`config.mk`:
```
export PLATFORM = sky130hd
export DESIGN_NAME = rca_result_collector
export DESIGN_NICKNAME = d
export VERILOG_FILES = /design/src/rtl/rca_result_collector_pkg.sv /design/src/rtl/rca_result_collector_chk.sv /design/src/rtl/rca_sync_fifo.sv /design/src/rtl/rca_result_collector.sv
export SDC_FILE = /design/constraint.sdc
export NUM_CORES = 1
export LEC_CHECK = 0
export CORE_MARGIN = 2
export CORE_UTILIZATION = 30
export DETAILED_ROUTE_END_ITERATION = 8
export DONT_BUFFER_PORTS = 1
export HOLD_SLACK_MARGIN = 0.02
export SETUP_SLACK_MARGIN = 0.02
export SLEW_MARGIN = 10
export SYNTH_ARGS = -nofsm -noshare
export SYNTH_HDL_FRONTEND = slang
export SYNTH_SLANG_ARGS = --single-unit
```
`constraint.sdc`:
```
create_clock -name clock -period 2.9 [get_ports clock]
set_input_delay 0.145 -clock clock [delete_from_list [all_inputs] [get_ports clock]]
set_output_delay 0.145 -clock clock [all_outputs]
set_load 0.03 [all_outputs]
```
`src/rtl/rca_result_collector_pkg.sv`:
```
// Shared constants and helpers for the ripple-carry adder result collector.
// Default adder geometry matches the upstream pipelined adder.
package rca_result_collector_pkg;

  localparam int RCA_WIDTH   = 4;
  localparam int RCA_LATENCY = 4;

  // Number of set bits in a vector of up to 32 bits.
  function automatic logic [5:0] popcount32(input logic [31:0] v);
    logic [5:0] n;
    n = 6'd0;
    for (int i = 0; i < 32; i++) begin
      n = n + {5'd0, v[i]};
    end
    return n;
  endfunction

endpackage

```
`src/rtl/rca_result_collector_chk.sv`:
```
// Protocol checker for the result collector: the credit scheme must make
// a write into a full result FIFO impossible.
module rca_result_collector_chk (
  input logic clock,
  input logic reset,
  input logic push,
  input logic full
);

  a_no_push_when_full: assert property (@(posedge clock) disable iff (reset) !(push && full));

endmodule

```
`src/rtl/rca_sync_fifo.sv`:
```
// Synchronous first-word-fall-through FIFO; pointers carry an extra MSB so
// full and empty are distinguished without a separate counter.
module rca_sync_fifo #(
  parameter int WIDTH = 8,
  parameter int DEPTH = 4
) (
  input  logic                     clock,
  input  logic                     reset,
  input  logic                     push,
  input  logic                     pop,
  input  logic [WIDTH-1:0]         wdata,
  output logic [WIDTH-1:0]         rdata,
  output logic                     full,
  output logic                     empty,
  output logic [$clog2(DEPTH):0]   count
);

  localparam int AW = $clog2(DEPTH);

  logic [WIDTH-1:0] mem [DEPTH];
  logic [AW:0]      wr_ptr;
  logic [AW:0]      rd_ptr;
  logic             do_push;
  logic             do_pop;

  assign empty   = (wr_ptr == rd_ptr);
  assign full    = (wr_ptr[AW] != rd_ptr[AW]) && (wr_ptr[AW-1:0] == rd_ptr[AW-1:0]);
  assign count   = wr_ptr - rd_ptr;
  assign rdata   = mem[rd_ptr[AW-1:0]];
  assign do_pop  = pop & ~empty;
  // A full FIFO can still accept a write when the head leaves in the same cycle.
  assign do_push = push & (~full | do_pop);

  always_ff @(posedge clock) begin
    if (reset) begin
      wr_ptr <= '0;
      rd_ptr <= '0;
    end else begin
      if (do_push) wr_ptr <= wr_ptr + {{AW{1'b0}}, 1'b1};
      if (do_pop)  rd_ptr <= rd_ptr + {{AW{1'b0}}, 1'b1};
    end
  end

  always_ff @(posedge clock) begin
    if (do_push) mem[wr_ptr[AW-1:0]] <= wdata;
  end

endmodule

```
`src/rtl/rca_result_collector.sv`:
```
// Collects pipelined adder results: tracks valid issues, captures {cout,sum}
// after LATENCY cycles, keeps a running sum and buffers results behind credits.
module rca_result_collector
  import rca_result_collector_pkg::*;
#(
  parameter int WIDTH      = RCA_WIDTH,
  parameter int LATENCY    = RCA_LATENCY,
  parameter int ACC_WIDTH  = 16,
  parameter int FIFO_DEPTH = 4
) (
  input  logic                 clock,
  input  logic                 reset,
  input  logic                 in_valid,
  output logic                 in_ready,
  input  logic [WIDTH-1:0]     sum,
  input  logic                 cout,
  input  logic                 clear,
  output logic                 out_valid,
  input  logic                 out_ready,
  output logic [WIDTH:0]       out_result,
  output logic [ACC_WIDTH-1:0] out_acc,
  output logic                 acc_ovf,
  output logic                 issue_err
);

  localparam int RW  = WIDTH + 1;
  localparam int AW1 = ACC_WIDTH + 1;
  localparam int EW  = RW + ACC_WIDTH;
  localparam int CW  = $clog2(FIFO_DEPTH) + 1;

  logic [LATENCY-1:0]   vld_pipe;
  logic [ACC_WIDTH-1:0] acc;
  logic [ACC_WIDTH-1:0] acc_base;
  logic [ACC_WIDTH:0]   acc_sum;
  logic [RW-1:0]        res;
  logic [5:0]           inflight;
  logic [CW-1:0]        occ;
  logic [EW-1:0]        head;
  logic                 issue;
  logic                 capture;
  logic                 push;
  logic                 pop;
  logic                 full;
  logic                 empty;

  assign inflight = popcount32(32'(vld_pipe));
  // Credits count both buffered results and adds still inside the adder.
  assign in_ready = (int'(occ) + int'(inflight)) < FIFO_DEPTH;
  assign issue    = in_valid & in_ready;
  assign capture  = vld_pipe[LATENCY-1];
  assign res      = {cout, sum};
  assign push     = capture;
  assign pop      = out_valid & out_ready;

  // Next accumulator value; a clear in the capture cycle takes effect before the add.
  always_comb begin
    acc_base = acc;
    if (clear) begin
      acc_base = '0;
    end else begin
      acc_base = acc;
    end
    acc_sum = {1'b0, acc_base} + AW1'(res);
  end

  // Valid shift register, running sum and sticky flags.
  always_ff @(posedge clock) begin
    if (reset) begin
      vld_pipe  <= '0;
      acc       <= '0;
      acc_ovf   <= 1'b0;
      issue_err <= 1'b0;
    end else begin
      vld_pipe  <= (vld_pipe << 1'b1) | LATENCY'(issue);
      issue_err <= issue_err | (in_valid & ~in_ready);
      if (capture) begin
        acc     <= acc_sum[ACC_WIDTH-1:0];
        acc_ovf <= (acc_ovf & ~clear) | acc_sum[ACC_WIDTH];
      end else if (clear) begin
        acc     <= '0;
        acc_ovf <= 1'b0;
      end else begin
        acc     <= acc;
        acc_ovf <= acc_ovf;
      end
    end
  end

  rca_sync_fifo #(.WIDTH(EW), .DEPTH(FIFO_DEPTH)) u_fifo (
    .clock (clock),
    .reset (reset),
    .push  (push),
    .pop   (pop),
    .wdata ({res, acc_sum[ACC_WIDTH-1:0]}),
    .rdata (head),
    .full  (full),
    .empty (empty),
    .count (occ)
  );

  rca_result_collector_chk u_chk (
    .clock (clock),
    .reset (reset),
    .push  (push),
    .full  (full)
  );

  assign out_valid  = ~empty;
  assign out_result = empty ? '0 : head[EW-1:ACC_WIDTH];
  assign out_acc    = empty ? '0 : head[ACC_WIDTH-1:0];

endmodule

```
Word level (Yosys, flattened, before mapping). Memory sizes are Yosys's and may differ from the RTL's. A register that Yosys moved wholly into a read port is not among the register bits. Cells that the tools add are included.

Register bits after elaboration: 28. RAM bits: 84. Input port bits: 10. Output and inout bits: 25. Word-level logic and storage cells: 45. Memories: 1.

Memory list: u_fifo.mem (depth 4, bits a word 21, read ports 1, clocked after Yosys merged registers in 1, wr ports 1, line rca_sync_fifo.sv:20) `logic [WIDTH-1:0] mem [DEPTH];`.

Add/sub/neg operators: 8. Order comparisons: 1. Equality and inequality tests: 3. Mux-type cells: 10. Bitwise logic cells: 14. Reductions and logical operators: 2.

Operators with widths (count): 16-bit 2-to-1 mux (3); 16-bit by 5-bit adder with 17-bit output (1); 3-bit by 1-bit adder with 3-bit output (second input constant) (2); 1-bit AND (6); 3-bit by 4-bit adder with 5-bit output (1); 5-bit by 3-bit less-than comparator with 1-bit output (second input constant) (1); 5-bit 2-to-1 mux (1); 3-bit by 1-bit adder with 4-bit output (1); 1-bit 2-to-1 mux (4); 2-bit 2-to-1 mux (2); 1-bit NOT (4); 4-bit by 1-bit bitwise OR with 4-bit output (1); 2-bit by 1-bit adder with 3-bit output (1); 3-bit equality test (1); 1-bit bitwise OR (3); 3-bit subtractor (1); 1-bit by 1-bit adder with 2-bit output (1); 2-bit equality test (1); 2-bit nonzero test (1); 1-bit logical AND (1); 1-bit inequality test (1).

Depth between registers and ports, before layout.
Depth after elaboration: 8. Depth in mapped cells: 9. Gate-level depth less buffers: 7.

Cells and area by module. From an unflattened synthesis, not the netlist that was laid out.

Cells, all modules: 359. Area, all modules: 5220.0 µm².

Modules (own cells, without submodules): rca_sync_fifo (instances 1, cells each 164, area an instance 3533.4 µm², seq. area each 2682.6 µm²); rca_result_collector (instances 1, cells each 195, area an instance 1686.6 µm², seq. area each 440.4 µm²).

Worst setup path after synthesis. No wires, ideal clock.

Path type: register to register. Start point: register u_fifo.wr_ptr[0]. End point: register issue_err. Setup time: 0.172 ns. Data arrival time: 2.364 ns. Path slack: 0.364 ns. Cell stages (with the launch flop): 8. Period minus slack after synthesis: 2.536 ns. Path through: dfxtp_1 inv_1 ha_1 inv_1 fa_1 ha_1 a211oi_1 o22ai_1.

Cells in the longest elaborated chain, start to end: 6.

RTL lines: start, declared (line rca_sync_fifo.sv:21) `logic [AW:0] wr_ptr;`; start signal, assigned (line rca_sync_fifo.sv:39) `if (do_push) wr_ptr <= wr_ptr + {{AW{1'b0}}, 1'b1};`; 3-bit subtractor (line rca_sync_fifo.sv:28) `assign count = wr_ptr - rd_ptr;`; 3-bit by 4-bit adder with 5-bit output (line rca_result_collector.sv:48) `assign in_ready = (int'(occ) + int'(inflight)) < FIFO_DEPTH;`; 5-bit by 3-bit less-than comparator with 1-bit output (line rca_result_collector.sv:48); via in_ready (line rca_result_collector.sv:14) `output logic in_ready,`; 1-bit NOT (line rca_result_collector.sv:75) `issue_err <= issue_err | (in_valid & ~in_ready);`; 1-bit AND (line rca_result_collector.sv:75); 1-bit bitwise OR (line rca_result_collector.sv:75); end signal, assigned (line rca_result_collector.sv:75); end, declared (line rca_result_collector.sv:23) `output logic issue_err`.

The timed path passes the listed nets, and every way through them passes these cells. A chain may end at the register's enable or synchronous reset.

Final worst setup path.
Start point: register vld_pipe[3]. End point: output in_ready.

Cells in the longest elaborated chain, start to end: 3.

RTL lines: start, declared (line rca_result_collector.sv:31) `logic [LATENCY-1:0] vld_pipe;`; start signal, assigned (line rca_result_collector.sv:74) `vld_pipe <= (vld_pipe << 1'b1) | LATENCY'(issue);`; 3-bit by 1-bit adder with 4-bit output (line rca_result_collector_pkg.sv:13) `n = n + {5'd0, v[i]};`; 3-bit by 4-bit adder with 5-bit output (line rca_result_collector.sv:48); 5-bit by 3-bit less-than comparator with 1-bit output (line rca_result_collector.sv:48); end, declared (line rca_result_collector.sv:14).

Every way passes these cells.

==> flow_summary.ini <==
[worst_setup_path]
r2r_cells = 7
arrival_ns = 2.55
cp-start-kind = flip-flop
required_ns = 2.76
cp-end-kind = output port
path_max_fanout = 10
worst-setup-path-type = reg -> out
crit_path_cell_trace = fa_1 > ha_1 > a21o_1 > a211oi_1 > buf_4
rr_startpoint = acc[0]
crit_path_start = vld_pipe[3]
cp_slowest_stage_delay_ns = 0.63
crit_path_top_delay_cell = dfxtp_1

[status]
status = completed

[yosys]
synth-simple-area-share = 0.126
synthArstFlopShare = 0
synth.avg_cell_area_um2 = 14.0
yosys.cell_types.count = 48
synth_fp_nets = 398
synth_enable_flop_cells = 84
synth_compound_area_frac = 0.0635
synthMuxAreaShare = 0.120
yosysTopAreaCell = edfxtp_1
yosysMostFrequentCell = edfxtp_1
seq_area_frac_synth = 0.600
netlist_area_um2 = 5200
synth_top_family_by_area = simple AND/OR/NAND/NOR gates
synthAdderAreaFrac = 0.0452
synth_commonest_cells = 84 x edfxtp_1, 37 x nor2b_1, 30 x dfxtp_1
synth_top_area_frac = 0.485
syn_inst = 371
synth_flop_cell = edfxtp_1
yosysWarnings = 0
yosys-top-cells-area = edfxtp_1 48%, dfxtp_1 12%, mux4_2 9.1%
yosys_register_bits = 114
synth-xor-area-share = 0.0202

[sta]
report.final.slew_viol_count = 0
fin_ws_ns = 0.207
max_freq_mhz = 371
fin_crit_sh = 0.928
max_slew_margin = 0.503
worstMarginPinSlew_ns = 0.744
hold_viol = 0
finalSetupTns_ns = 0
worst_clock_skew_ns = 0.00728
fin_crit_ns = 2.69
setup_violations = 0
rsz0062_at_grt = no

[route]
drt_iter0_drc = 251
post_drt_wl_per_cell_um = 16.0
drc = 0
detail_route.vias_per_cell = 4.79
first_pass_iters = 5
vias = 3100
wl_um = 10400
ant_nets = 0

[global_routing]
grt_pass1_vias = 3263
track_usage = 0.124
grt_max_degree = 37
grt_pass1_wl_um = 17000
antenna_found_initial = 0
grt-ovfl-total = 0

[job]
maxCapViolations = 0

[clock_tree]
cts_post_setup_buffers_inserted = 0
cts.sinks = 114
cts_tree = yes
cts_root_buf = clkbuf_16
numCtsBuffers = 17
clk_pin_slew_ns = 0.05
cts_max_path_buffers = 2
clk_latency_ns = 0.41
htreeDepth = 4

[min_path]
hp-class = in -> reg
hold-path-cell-count = 3
min_from = clear

[floorplanning]
io_pins = 35
die_y_um = 136
fp.dieW_um = 136
dieArea_um2 = 18400
rows = 48
start_util = 0.304
core_area_um2 = 17100

[pwr]
ir_drop_mv = 0.384
powerDensity_nw_per_um2 = 615
leakage_nw = 2.21

[place]
gp_congestion = 0.751
port_buffers = 0
dp_hpwl_um = 6460
post-place-ws_ns = 0.529
placed_area_um2 = 5650

[layout]
final-seq-area_um2 = 3120
n_fill_cell = 1622
design_area_um2 = 6360
multi_input_area_um2 = 1950
fin_util = 0.371
syn2layout_area_growth_pct = 22.2
nets = 436
n_antenna_cell = 0
drive_gt1_frac = 0.227
per-stage QoR:
stage	total power [W]	cells	hold slack, ns
after floorplan	0.00189	371	0.244
after global placement	0.00191	604	0.224
after detailed placement	0.00191	604	0.223
after CTS	0.00395	647	0.0246
after global routing	0.00404	647	0.0516
final	0.00391	647	0.0479
state kept, by name (all words and copies together), names as in the netlist, named ones only:
register,cells
acc,16
acc_ovf,1
issue_err,1
u_fifo.mem,84
u_fifo.rd_ptr,3
u_fifo.wr_ptr,3
vld_pipe,4
report_power, final:
part           leakage, nW  switching [W]  internal [W]  total (W)
clock network        0.271       0.000724       0.00128    0.00201
registers             1.01     0.00000607       0.00175    0.00175
logic                0.922      0.0000878     0.0000626   0.000150
total                 2.21       0.000818       0.00309    0.00391
path summary, 6_finish.rpt:
| check | end | slack, ns |
|---|---|---|
| min reg2reg | vld_pipe[3] | 0.48 |
| min | acc[1] | 0.05 |
| max | in_ready | 0.21 |
| max reg2reg | u_fifo.mem[2][12] | 0.47 |
logic make-up (layout without fill, tap and decap cells):
group,after synthesis,count (layout)
buf+inv,30,81
xor+xnor,12,12
mux,35,35
compound gates,47,47
fa+ha+maj,17,17
flops,114,114
simple gates,116,116
layout by cell type, fill, tap and decap left out, drive strengths merged, types with 5 or more instances in the layout:
| cell | instances |
|---|---|
| o21ai | 9 |
| a211oi | 7 |
| mux4 | 21 |
| nor2 | 24 |
| dlygate4sd3 | 9 |
| clkinv | 7 |
| ha | 14 |
| and2 | 5 |
| mux2i | 8 |
| xor2 | 6 |
| clkbuf | 19 |
| a21o | 5 |
| mux2 | 6 |
| buf | 29 |
| inv | 10 |
| edfxtp | 84 |
| nand2 | 14 |
| nand4 | 6 |
| nor2b | 37 |
| or3 | 7 |
| nand2b | 7 |
| nand3 | 5 |
| xnor2 | 6 |
| dfxtp | 30 |
| a21oi | 13 |
critical path: cells and delay by family, from the launching register on:
family	cells	cell delay, ns
buffers and inverters	1	0.22
flip-flops	1	0.63
AO/OA/AOI/OAI	2	0.49
adder cells (fa/ha/maj)	2	0.79
layout make-up:
type | count | share of cell area
Tap cell | 225 | 0.0443
Sequential cell | 114 | 0.491
Inverter | 10 | 0.00591
Clock inverter | 13 | 0.0217
Clock buffer | 19 | 0.0697
Timing Repair Buffer | 39 | 0.0602
Multi-Input combinational cell | 227 | 0.307
layer usage:
metal / wire length (um) / global-route usage / up-vias
li1: - / - / 1474
met1: 4670 / 0.154 / 1542
met2: 4920 / 0.200 / 65
met3: 518 / 0.0393 / 19
met4: 271 / 0.0544 / 0
met5: 0 / 0 / -
timing repair:
action                     CTS  global route
hold endpoints to repair    66             0
setup endpoints to repair    0            21
hold buffers                11             0
gates resized for setup      0             1
Power figures use the tool's default switching activity.
